File: src/rtl/mux_scan_ctrl.sv
// mux_scan_ctrl: scan sequencer for a 4:1 mux.
// On an accepted start it steps the mux select through every channel enabled
// in the latched mask (lowest index first), holds each select for DWELL
// cycles, captures the mux output into the matching sample bit and pulses
// done once the last enabled channel has been captured.
module mux_scan_ctrl #(
   parameter int unsigned DWELL = 4,
   parameter int unsigned CNT_W = 8
) (
   input  logic       clk,
   input  logic       reset,
   input  logic       start,
   input  logic [3:0] chan_mask,
   input  logic       mux_f,
   output logic [1:0] select,
   output logic       busy,
   output logic       done,
   output logic [3:0] sample
);

   typedef enum logic {
      IDLE = 1'b0,
      SCAN = 1'b1
   } state_t;

   // Reload value for the dwell counter: a channel is held for DWELL cycles,
   // capture happens on the edge where the counter is already zero.
   localparam logic [CNT_W-1:0] CNT_LOAD = CNT_W'(DWELL - 1);

   state_t           state_q, state_d;
   logic [1:0]       select_q, select_d;
   logic             busy_q, busy_d;
   logic             done_q, done_d;
   logic [3:0]       sample_q, sample_d;
   logic [CNT_W-1:0] cnt_q, cnt_d;
   logic [3:0]       mask_q, mask_d;

   logic [1:0]       first_idx;
   logic [2:0]       next_info;

   // Index of the lowest set bit of a non-zero mask (0 if the mask is empty).
   function automatic logic [1:0] lowest_idx(input logic [3:0] m);
      logic [1:0] r;
      r = 2'd0;
      for (int k = 3; k >= 0; k--) begin
         if (m[k]) r = 2'(k);
      end
      return r;
   endfunction

   // {found, index} of the lowest set bit strictly above position s.
   function automatic logic [2:0] next_above(input logic [3:0] m,
                                             input logic [1:0] s);
      logic [2:0] r;
      r = 3'b000;
      for (int k = 3; k >= 0; k--) begin
         if ((k > int'(s)) && m[k]) r = {1'b1, 2'(k)};
      end
      return r;
   endfunction

   assign first_idx = lowest_idx(chan_mask);
   assign next_info = next_above(mask_q, select_q);

   // State register; reset abandons any scan immediately, without a done pulse.
   always_ff @(posedge clk or posedge reset) begin
      if (reset) begin
         state_q  <= IDLE;
         select_q <= 2'b00;
         busy_q   <= 1'b0;
         done_q   <= 1'b0;
         sample_q <= 4'b0000;
         cnt_q    <= '0;
         mask_q   <= 4'b0000;
      end else begin
         state_q  <= state_d;
         select_q <= select_d;
         busy_q   <= busy_d;
         done_q   <= done_d;
         sample_q <= sample_d;
         cnt_q    <= cnt_d;
         mask_q   <= mask_d;
      end
   end

   // Next-state logic: accept start in IDLE, dwell/capture/advance in SCAN.
   always_comb begin
      state_d  = state_q;
      select_d = select_q;
      busy_d   = busy_q;
      done_d   = 1'b0;
      sample_d = sample_q;
      cnt_d    = cnt_q;
      mask_d   = mask_q;

      unique case (state_q)
         IDLE: begin
            if (start) begin
               sample_d = 4'b0000;
               if (chan_mask != 4'b0000) begin
                  mask_d   = chan_mask;
                  select_d = first_idx;
                  cnt_d    = CNT_LOAD;
                  busy_d   = 1'b1;
                  state_d  = SCAN;
               end else begin
                  // Empty mask: nothing to scan, report completion at once.
                  done_d = 1'b1;
               end
            end
         end

         SCAN: begin
            if (cnt_q != '0) begin
               cnt_d = cnt_q - 1'b1;
            end else begin
               sample_d[select_q] = mux_f;
               if (next_info[2]) begin
                  select_d = next_info[1:0];
                  cnt_d    = CNT_LOAD;
               end else begin
                  // Last enabled channel captured; select stays on it.
                  state_d = IDLE;
                  busy_d  = 1'b0;
                  done_d  = 1'b1;
               end
            end
         end

         default: begin
            state_d = IDLE;
         end
      endcase
   end

   assign select = select_q;
   assign busy   = busy_q;
   assign done   = done_q;
   assign sample = sample_q;

endmodule

File: config.mk
export PLATFORM = sky130hd
export DESIGN_NAME = mux_scan_ctrl
export DESIGN_NICKNAME = d
export VERILOG_FILES = /design/src/rtl/mux_scan_ctrl.sv
export SDC_FILE = /design/constraint.sdc
export NUM_CORES = 1
export LEC_CHECK = 0
export BUFFER_PORTS_ARGS = -buffer_cell sky130_fd_sc_hd__buf_2
export CAP_MARGIN = 20
export CORE_MARGIN = 5
export CORE_UTILIZATION = 40
export CTS_BUF_LIST = sky130_fd_sc_hd__clkbuf_8
export DETAILED_ROUTE_END_ITERATION = 10
export PLACE_DENSITY_LB_ADDON = 0.3
export SYNTH_ARGS = -nofsm -noshare
export SYNTH_HDL_FRONTEND = slang
export SYNTH_SLANG_ARGS = --single-unit
File: constraint.sdc
create_clock -name clk -period 2.6 [get_ports clk]
set_input_delay 0.13 -clock clk [delete_from_list [all_inputs] [get_ports clk]]
set_output_delay 0.13 -clock clk [all_outputs]
set_load 0.005 [all_outputs]
==> flow_summary.toml <==
[floorplan]
io_pins = 16
fp.dieH_um = 63.5
floorplan.die.width_um = 63.5
std_cell_rows = 19
initial_core_util_pct = 41.5
floorplan.die_area_sq_um = 4030
core_ar_sq_um = 2760

[critical_path]
crit_slowest_cell = "sky130_fd_sc_hd__dfrtp_1"
worstSetupStartpointType = "flip-flop"
crit_chain = "inv_1 -> ha_1 -> nor4b_4 -> nand2_2 -> o31a_2 -> mux2_4"
cp.required_ps = 2750
worst_path_largest_cell_delay_ps = 420
worst-endpoint-arrival_ps = 2160
timing_worst_setup_path_type = "flip-flop to flip-flop"
critPathMaxFanout = 8
worstSetupEndpointType = "flip-flop"

[route]
count_of_tritonroute_iterations_in_the_first_routing_pass = 4
via_count = 953
dr.first_iter.drc_count = 47
wl_per_cell_um = 14.5
ant_nets = 0
post_drt_via_cell_ratio = 5.57
wirelength_um = 2480
remaining_drc_errors = 0

[job]
max_cap_violations = 0

[global_routing]
grt_first_pass_wirelength_um = 4480
grt_start_max_net_pins = 21
grt_antenna_before_repair = 0
overflow = 0
first_global_vias = 900
overall_global_routing_usage_pct = 13.5

[logic_synthesis]
synthesis.area_sq_um = 1140
seq_area_frac_synth_pct = 43.7
synth-edff-count = 0
yosys.cell_types.count = 40
mappedNetlistNets = 133
netlist_instances = 123
synth-warning-count = 0
proportion_of_synthesized_flip_flops_having_asynchronous_set_or_reset_pct = 100
post_synth.cell_area_avg_sq_um = 9.31
ys_seq_elements = 20
ys_flop_type = "sky130_fd_sc_hd__dfrtp_1"

[sta]
max_freq_mhz = 499
finalSetupViolations = 0
worst_clock_skew_ps = 0.772
timing.final.max_slew_violations = 0
period_minus_slack_ps = 2010
layout_worst_path_cycle_share_pct = 77.1
tightest_slew_ps = 756
worst_slew_margin_rel_pct = 49.6
grt_setup_unrepaired = "false"
worst_hold_slack_ps = -9.64
timing.final.hold_violations = 20
totalNegativeSetupSlack_ps = 0
setup_ws_ps = 595

[place]
port_buffers = 15
gp_congestion = 0.815
dp_slack_ps = 624
dpl.hpwl_um = 1900

[layout]
area_growth_pct = 14.3
multi_input_area_sq_um = 598
antenna-diode-count = 0
area.sequential_sq_um = 500
finish.net_count = 151
layout-drive-gt1-share_pct = 22.9
fill_cells = 279

[cts]
clkTransAtPathRegs_ps = 70
clock_insertion_delay_worst_skew_ps = 260
cts_inserted_buffers = 3
cts_tree = "done"
htreeDepth = 1
clock_tree.root_cell = "sky130_fd_sc_hd__clkbuf_8"
clock_tree.buffer_depth = 2
numClockSinks = 20
hold_buffers = 0
cts.repair_timing.setup_buffer_count = 0
post_cts_resized = 0

[outcome]
failed_checks = "hold timing"
run_status = "finished with violations"

[power]
cell_pwr_density_nw_per_um2 = 1180
worst_ir_drop_vdd_mv = 0.736
power_leakage_nw = 0.601
power.total_mw = 1.55

[worst_hold_path]
hold_path_class = "input pin to asynchronous set/reset pin"
flip-flops by register name (all words and copies together) (netlist names):
register and cells:
state_q 1, mask_q 3, select 2, done 1
busy 1, cnt_q 8, sample 4
area by class of cell:
type / count / area share, %
Timing Repair Buffer: 16 / 6.31
Tap cell: 31 / 2.96
Clock buffer: 4 / 4.21
Inverter: 9 / 2.58
Sequential cell: 20 / 38.2
Multi-Input combinational cell: 91 / 45.7
placed cells by master (no fill, tap or decap), types with 2 or more instances in the layout:
cell type                  count
sky130_fd_sc_hd__o22ai_1       2
sky130_fd_sc_hd__nand2_1      16
sky130_fd_sc_hd__nor3b_1       2
sky130_fd_sc_hd__or3b_2        3
sky130_fd_sc_hd__buf_2        15
sky130_fd_sc_hd__a21oi_1       4
sky130_fd_sc_hd__nor2_1        7
sky130_fd_sc_hd__nor4_1        2
sky130_fd_sc_hd__o21ai_0      14
sky130_fd_sc_hd__nor2b_1       4
sky130_fd_sc_hd__ha_1          2
sky130_fd_sc_hd__o31a_2        2
sky130_fd_sc_hd__clkbuf_8      4
sky130_fd_sc_hd__mux2i_1       5
sky130_fd_sc_hd__or4_1         2
sky130_fd_sc_hd__nand3_1       3
sky130_fd_sc_hd__dfrtp_1      20
sky130_fd_sc_hd__inv_1         8
sky130_fd_sc_hd__nand2b_1      2
sky130_fd_sc_hd__o31ai_1       2
cells by family after synthesis:
| group | share of synthesized area [%] |
|---|---|
| adder cells (fa/ha/maj) | 2.19 |
| flip-flops | 43.7 |
| buffers and inverters | 4.04 |
| multiplexers | 6.67 |
| AO/OA/AOI/OAI | 18.5 |
| AND/OR/NAND/NOR | 24.9 |
synth_stat cells, types with 2 or more instances:
| library cell | instances | area (sq um) |
|---|---|---|
| sky130_fd_sc_hd__dfrtp_1 | 20 | 500 |
| sky130_fd_sc_hd__nand2_1 | 16 | 60.1 |
| sky130_fd_sc_hd__o21ai_0 | 14 | 70.1 |
| sky130_fd_sc_hd__inv_1 | 8 | 30.0 |
| sky130_fd_sc_hd__nor2_1 | 7 | 26.3 |
| sky130_fd_sc_hd__mux2i_1 | 5 | 50.1 |
| sky130_fd_sc_hd__a21oi_1 | 4 | 20.0 |
| sky130_fd_sc_hd__nor2b_1 | 4 | 25.0 |
| sky130_fd_sc_hd__nand3_1 | 3 | 15.0 |
| sky130_fd_sc_hd__or3b_2 | 3 | 26.3 |
| sky130_fd_sc_hd__clkbuf_1 | 2 | 7.51 |
| sky130_fd_sc_hd__ha_1 | 2 | 25.0 |
| sky130_fd_sc_hd__nand2b_1 | 2 | 12.5 |
| sky130_fd_sc_hd__nor3b_1 | 2 | 15.0 |
| sky130_fd_sc_hd__nor4_1 | 2 | 12.5 |
| sky130_fd_sc_hd__o22ai_1 | 2 | 12.5 |
| sky130_fd_sc_hd__o31a_2 | 2 | 20.0 |
| sky130_fd_sc_hd__o31ai_1 | 2 | 15.0 |
| sky130_fd_sc_hd__or4_1 | 2 | 15.0 |
layer usage:
layer | vias to the layer above | track usage [%] | share of wire, %
met4 | 0 | 3.12 | 0.81
met1 | 457 | 19.3 | 49
met5 | - | 0 | 0
met3 | 4 | 3.37 | 4.1
li1 | 478 | - | -
met2 | 14 | 20.3 | 46
worst max-delay path: cells and delay by family (launching register included):
family / cells / cell delay, ps
AOI/OAI and AO/OA: 1 / 380
adders and majority gates: 1 / 160
buffers and inverters: 1 / 100
DFF: 1 / 420
muxes: 1 / 300
and+or+nand+nor: 2 / 550
worst paths after layout:
check                      cells after the start  slack (ps)         start   endpoint
max                                            6         590      cnt_q[0]  select[1]
min                                            2         -10         reset       done
max reg2reg                                    6         590      cnt_q[0]  select[1]
min reg2reg                                    1         480          busy       busy
max in group asynchronous                      2        2140         reset   cnt_q[6]
min in group clk                               3         100  chan_mask[2]  mask_q[2]
where the power goes:
| part | switching (mW) | internal (mW) |
|---|---|---|
| clock | 0.102 | 0.135 |
| sequential | 0.194 | 0.450 |
| combinational | 0.349 | 0.319 |
| total | 0.645 | 0.903 |
metrics by stage:
stage / area [sq um] / utilization (%) / cells / hold slack (ps)
floorplan: 1140 / - / 123 / 93.8
global placement: 1250 / 45.5 / 167 / 285
detailed placement: 1250 / 45.5 / 167 / 305
CTS: 1310 / 47.5 / 171 / 19.9
global route: 1310 / 47.5 / 171 / 60.6
finish: 1310 / 47.5 / 171 / -9.64
Power figures use the tool's default switching activity.
